File: src/rtl/rom_fetch_pkg.sv
// Shared types and constants for the sequential ROM instruction prefetcher.
package rom_fetch_pkg;

    typedef enum logic {
        IDLE = 1'b0,
        RUN  = 1'b1
    } fetch_state_e;

    typedef struct packed {
        logic [31:0] addr;
        logic [31:0] data;
    } fetch_entry_t;

    localparam int unsigned WORD_BYTES = 4;
    localparam int unsigned ROM_WORDS  = 256;

    function automatic logic [31:0] word_align(input logic [31:0] a);
        return {a[31:2], 2'b00};
    endfunction

endpackage

File: src/rtl/rom_fetch_buf_fifo.sv
// Small synchronous FIFO of fetch entries with flush; the head is readable combinationally.
module fetch_fifo
    import rom_fetch_pkg::*;
#(
    parameter  int unsigned Depth = 4,
    localparam int unsigned AW    = $clog2(Depth)
) (
    input  logic         clk_i,
    input  logic         rst_ni,
    input  logic         push_i,
    input  fetch_entry_t entry_i,
    input  logic         pop_i,
    input  logic         flush_i,
    output fetch_entry_t head_o,
    output logic [AW:0]  count_o
);

    localparam logic [AW:0] DepthC = Depth[AW:0];

    fetch_entry_t   mem_q [Depth];
    logic [AW-1:0]  wptr_q, rptr_q;
    logic [AW:0]    count_q;
    logic           pop_ok;

    assign pop_ok  = pop_i & (count_q != '0);
    assign head_o  = mem_q[rptr_q];
    assign count_o = count_q;

    // Pointers wrap naturally because Depth is a power of two.
    always_ff @(posedge clk_i or negedge rst_ni) begin
        if (!rst_ni) begin
            for (int i = 0; i < int'(Depth); i++) mem_q[i] <= '0;
            wptr_q  <= '0;
            rptr_q  <= '0;
            count_q <= '0;
        end else if (flush_i) begin
            wptr_q  <= '0;
            rptr_q  <= '0;
            count_q <= '0;
        end else begin
            if (push_i) begin
                mem_q[wptr_q] <= entry_i;
                wptr_q        <= wptr_q + 1'b1;
            end
            if (pop_ok) rptr_q <= rptr_q + 1'b1;
            case ({push_i, pop_ok})
                2'b10:   count_q <= count_q + 1'b1;
                2'b01:   count_q <= count_q - 1'b1;
                default: count_q <= count_q;
            endcase
        end
    end

    a_no_overflow: assert property (@(posedge clk_i) disable iff (!rst_ni) count_q <= DepthC);

endmodule

File: src/rtl/rom_fetch_buf.sv
// Sequential prefetcher between the core fetch port and a 1-cycle-latency ROM.
// Define ROM_FETCH_ERR_EN to add err_o, flagging misaligned or out-of-ROM branch targets.
module rom_fetch_buf
    import rom_fetch_pkg::*;
#(
    parameter int unsigned Depth    = 4,
    parameter logic [31:0] BootAddr = 32'h0000_0000
) (
    input  logic        clk_i,
    input  logic        rst_ni,
    input  logic        req_i,
    input  logic        branch_i,
    input  logic [31:0] branch_addr_i,
    output logic        valid_o,
    input  logic        ready_i,
    output logic [31:0] rdata_o,
    output logic [31:0] addr_o,
`ifdef ROM_FETCH_ERR_EN
    output logic        err_o,
`endif
    output logic        mem_req_o,
    output logic        mem_we_o,
    output logic [3:0]  mem_be_o,
    output logic [31:0] mem_addr_o,
    output logic [31:0] mem_wdata_o,
    input  logic        mem_rvalid_i,
    input  logic [31:0] mem_rdata_i
);

    localparam int unsigned AW     = $clog2(Depth);
    localparam logic [AW:0] DepthC = Depth[AW:0];

    fetch_state_e state_q;
    logic [31:0]  fetch_addr_q;
    logic [31:0]  inflight_addr_q;
    logic         inflight_q;

    logic [AW:0]  count;
    logic [AW:0]  occ;
    fetch_entry_t head;
    fetch_entry_t push_entry;
    logic         issue, push, pop;

    // Space check counts the outstanding read so a response can never overflow the FIFO.
    assign occ   = count + {{AW{1'b0}}, inflight_q};
    assign issue = (state_q == RUN) & ~branch_i & (occ < DepthC);
    assign push  = mem_rvalid_i & inflight_q & ~branch_i;
    assign pop   = valid_o & ready_i & ~branch_i;

    assign push_entry = '{addr: inflight_addr_q, data: mem_rdata_i};

    fetch_fifo #(.Depth(Depth)) u_fifo (
        .clk_i   (clk_i),
        .rst_ni  (rst_ni),
        .push_i  (push),
        .entry_i (push_entry),
        .pop_i   (pop),
        .flush_i (branch_i),
        .head_o  (head),
        .count_o (count)
    );

    always_ff @(posedge clk_i or negedge rst_ni) begin
        if (!rst_ni) begin
            state_q         <= IDLE;
            fetch_addr_q    <= word_align(BootAddr);
            inflight_addr_q <= '0;
            inflight_q      <= 1'b0;
        end else begin
            case (state_q)
                IDLE: if (req_i)  state_q <= RUN;
                RUN:  if (!req_i) state_q <= IDLE;
            endcase
            inflight_q <= issue;
            if (issue) inflight_addr_q <= fetch_addr_q;
            if (branch_i)   fetch_addr_q <= word_align(branch_addr_i);
            else if (issue) fetch_addr_q <= fetch_addr_q + 32'(WORD_BYTES);
        end
    end

    assign valid_o     = (count != '0);
    assign rdata_o     = head.data;
    assign addr_o      = head.addr;
    assign mem_req_o   = issue;
    assign mem_addr_o  = fetch_addr_q;
    assign mem_we_o    = 1'b0;
    assign mem_be_o    = 4'hF;
    assign mem_wdata_o = '0;

`ifdef ROM_FETCH_ERR_EN
    logic err_q;
    always_ff @(posedge clk_i or negedge rst_ni) begin
        if (!rst_ni) err_q <= 1'b0;
        else         err_q <= branch_i & ((branch_addr_i[1:0] != 2'b00) |
                              ({2'b00, branch_addr_i[31:2]} >= 32'(ROM_WORDS)));
    end
    assign err_o = err_q;
`endif

    a_rvalid_expected: assert property (@(posedge clk_i) disable iff (!rst_ni)
        mem_rvalid_i |-> inflight_q);

endmodule

File: config.mk
export PLATFORM = sky130hd
export DESIGN_NAME = rom_fetch_buf
export DESIGN_NICKNAME = d
export VERILOG_FILES = /design/src/rtl/rom_fetch_pkg.sv /design/src/rtl/rom_fetch_buf_fifo.sv /design/src/rtl/rom_fetch_buf.sv
export SDC_FILE = /design/constraint.sdc
export NUM_CORES = 1
export LEC_CHECK = 0
export ABC_AREA = 1
export ABC_CLOCK_PERIOD_IN_PS = 4100
export BUFFER_PORTS_ARGS = -buffer_cell sky130_fd_sc_hd__buf_4
export CAP_MARGIN = 20
export CORE_AREA = 2 2 176 178
export CTS_CLUSTER_DIAMETER = 200
export DETAILED_ROUTE_END_ITERATION = 7
export DIE_AREA = 0 0 178 180
export PLACE_DENSITY = 0.78
export SLEW_MARGIN = 10
export SYNTH_ARGS = -nofsm -noshare
export SYNTH_HDL_FRONTEND = slang
export SYNTH_SLANG_ARGS = --single-unit
File: constraint.sdc
create_clock -name clk_i -period 4.1 [get_ports clk_i]
set_input_delay 0.205 -clock clk_i [delete_from_list [all_inputs] [get_ports clk_i]]
set_output_delay 0.205 -clock clk_i [all_outputs]
set_load 0.05 [all_outputs]
==> impl_metrics.csv <==
group,metric,value,unit
yosys,synth-edff-count,0,
clocking,post_cts_buffers,0,
yosys,ys_types,34,
global_route,grt_start_max_net_pins,121,
run,cap_violations,0,
sta,rsz0062_at_grt,"false",
sta,slew_viol_final,0,
floorplan,dieArea,32040,um2
sta,maxSlewHeadroom,0.2938,
sta,fin_setup_tns,0,ps
worst_setup_path,cp.required,3890,ps
drt,ant_nets,0,
drt,dr.pass1.iters,5,
worst_setup_path,cp_data_arrival_time,3270,ps
floorplan,fp.dieH,180,um
pwr,clkPwrFrac,0.263,
clocking,root_buffer,"clkbuf_16",
sta,finClkSkew,19.46,ps
global_route,grt_pass1_wl,61040,um
floorplan,placementRows,64,
worst_hold_path,min_path_cells,3,
drt,drc,0,
pwr,power_leakage,8.530,nW
floorplan,start_util,0.4934,
yosys,yosysTopAreaCell,"dfrtp_1",
floorplan,die_w,178,um
sta,post-route-min-period,3472,ps
sta,hold_viol,0,
placed_design,port_buffers,161,
drt,wirelength,37380,um
yosys,async_reset_ff_frac,1.000,
clocking,cts_tree,"yes",
sta,finalSetupViolations,0,
clocking,htreeDepth,2,
placed_design,place_ws,1228,ps
yosys,synth_area_per_cell,8.392,um2
global_route,grtUsageTotal,0.2332,
drt,via_per_inst,5.396,
clocking,insertion_delay,510,ps
sta,worst_pin_slew,1059,ps
yosys,synth-warning-count,0,
global_route,grt_pass1_vias,12350,
pwr,powerDensity,710.7,nW/um2
sta,timing.fmax,0.2880,GHz
yosys,ys_seq_area_frac,0.5325,
pwr,swShare,0.4235,
sta,period_share,0.8469,
worst_setup_path,criticalPathCategory,"reg2out",
placed_design,place.gp.congestion,0.9588,
worst_setup_path,worstReg2RegEnd,"mem_addr_o[7]",
drt,vias,12590,
yosys,synth_area_leaders,"dfrtp_1, o21ai_0, nand2_1, nor2_1, inv_1",
pwr,power_switching,5.259,mW
finish,antenna_cells,0,
worst_setup_path,r2r_cells,8,
worst_setup_path,r2r_slack,1860,ps
clocking,numCtsBuffers,35,
yosys,ys_ff_latch,317,
worst_hold_path,min_to,"u_fifo.mem_q[5]",
worst_setup_path,startpoint_type,"flop",
pwr,ir_drop,433.6,uV
worst_hold_path,hold_class,"in2reg",
yosys,synth_cells,1775,
drt,wl_per_cell,16.02,um
worst_setup_path,r2r-start,"u_fifo.count_o[0]",
pwr,power.total,12.42,mW
drt,drt_iter0_markers,1031,
placed_design,hpwl,21990,um
floorplan,fp.coreArea,30190,um2
finish,nNetsFinal,1989,
clocking,clock-sinks,317,
clocking,cts.path.max_buffers,3,
sta,worst_slack,627.7,ps
worst_hold_path,hold_path.startpoint,"mem_rdata_i[5]",
clocking,ctsResizeCount,0,
pwr,combPwrFrac,0.394,
finish,drive_gt1_frac,0.1332,
yosys,synthFlopType,"dfrtp_1",
pwr,p_seq_frac,0.342,
clocking,clkTransAtPathRegs,60,ps
yosys,post-synth-top-area-fraction,0.5325,
finish,syn_to_final_growth,17.30,%
worst_setup_path,crit_path_max_fanout,71,
worst_setup_path,endpoint_kind,"primary output",
floorplan,ios,205,
outcome,status,"complete, no violations",
yosys,syn_area,14900,um2
pwr,p_int,7.160,mW
global_route,grt_overflow,0,
global_route,grt_antenna_before_repair,0,
clocking,cts-hold-fix-buffers,35,
==> worst max-delay path, stage by stage, from the launching register on <==
cell      delay [ps]
dfrtp_4          830
clkinv_2         800
buf_12           470
o21ai_0          260
o22ai_1          120
buf_4            200
==> layout by cell type, fill, tap and decap left out, drive strengths merged, types with 8 or more instances in the layout <==
master       count
nand2          435
o21ai          421
dfrtp          317
buf            176
nor2           172
inv            125
o22ai           62
clkbuf          49
nand3           48
conb            41
dlygate4sd3     35
a21oi            9
xor2             8
o211ai           8
clkinv           8
==> state kept, by name (all words and copies together), names as in the netlist <==
name             flops
mem_addr_o          30
inflight_q           1
u_fifo.count_o       3
inflight_addr_q     30
u_fifo.wptr_q        2
u_fifo.rptr_q        2
state_q              1
u_fifo.mem_q       248
==> power by group through the flow <==
stage                     Sequential (mW)  Combinational [mW]  Clock [mW]
after detailed placement             4.27                4.84           0
after global placement               4.25                4.77           0
after global routing                 4.32                5.28        3.46
after floorplan                      4.28                3.39           0
after CTS                            4.23                4.90        3.33
final                                4.25                4.90        3.27
==> kinds of logic (layout without fill, tap and decap cells) <==
| family | after synthesis | after routing | share of synthesized area |
|---|---|---|---|
| AOI/OAI and AO/OA | 501 | 501 | 0.1766 |
| xor gates and xnor gates | 8 | 8 | 0.004704 |
| adders and majority gates | 6 | 6 | 0.005544 |
| buffers and inverters | 276 | 399 | 0.09912 |
| DFF | 317 | 317 | 0.5325 |
| other | 2 | 41 | 0.0005042 |
| and+or+nand+nor | 665 | 665 | 0.1810 |
==> Yosys cell counts, types with 2 or more instances <==
library cell,count
nand3_4,2
nand4_1,4
ha_1,5
nor2_1,164
o21ai_1,13
buf_4,51
nand3_1,44
xor2_1,8
o21ai_0,402
o22ai_1,62
nor2_2,6
a21oi_1,9
clkbuf_1,59
o21ai_2,6
inv_1,124
clkinv_1,2
o211ai_1,8
nand2_1,429
nand2_4,5
buf_2,7
buf_6,32
nand3_2,2
conb_1,2
nor3_1,3
dfrtp_1,317
==> worst max-delay path by stage <==
stage	from	end	slack, ps	cells after the start
floorplan	u_fifo.rptr_q[0]	addr_o[10]	2110	6
global placement	u_fifo.rptr_q[0]	rdata_o[20]	1280	5
detailed placement	u_fifo.rptr_q[0]	rdata_o[6]	1230	5
CTS	u_fifo.rptr_q[0]	rdata_o[1]	640	5
global route	u_fifo.rptr_q[0]	rdata_o[8]	450	5
finish	u_fifo.rptr_q[0]	rdata_o[1]	630	5
==> cell type report <==
type | instances | area (um2)
multi-input combinational | 1221 | 5633
clock inverter | 12 | 210.2
inverter | 127 | 478.0
clock buffer | 49 | 989.7
fill | 2620 | 12720
sequential | 317 | 7938
timing repair buffer | 211 | 1729
tap | 396 | 495.5
==> stage by stage <==
stage                 util  hold WS, ps  cells  area (um2)
floorplan                -       -90.59   1814       15040
global placement    0.5268        309.1   2236       15900
CTS                 0.5781        1.908   2332       17450
global route        0.5788        19.37   2333       17470
finish              0.5788        9.804   2333       17470
detailed placement  0.5268        314.0   2236       15900
==> per-layer routing <==
metal  track usage  part of all wire  vias up
met1        0.3247              0.44     6078
li1              -                 -     6000
met3       0.03955             0.072       59
met2        0.3724              0.46      453
met5             0                 0        -
met4       0.07508             0.024        0
No activity file was read; power rests on OpenSTA's default activity.
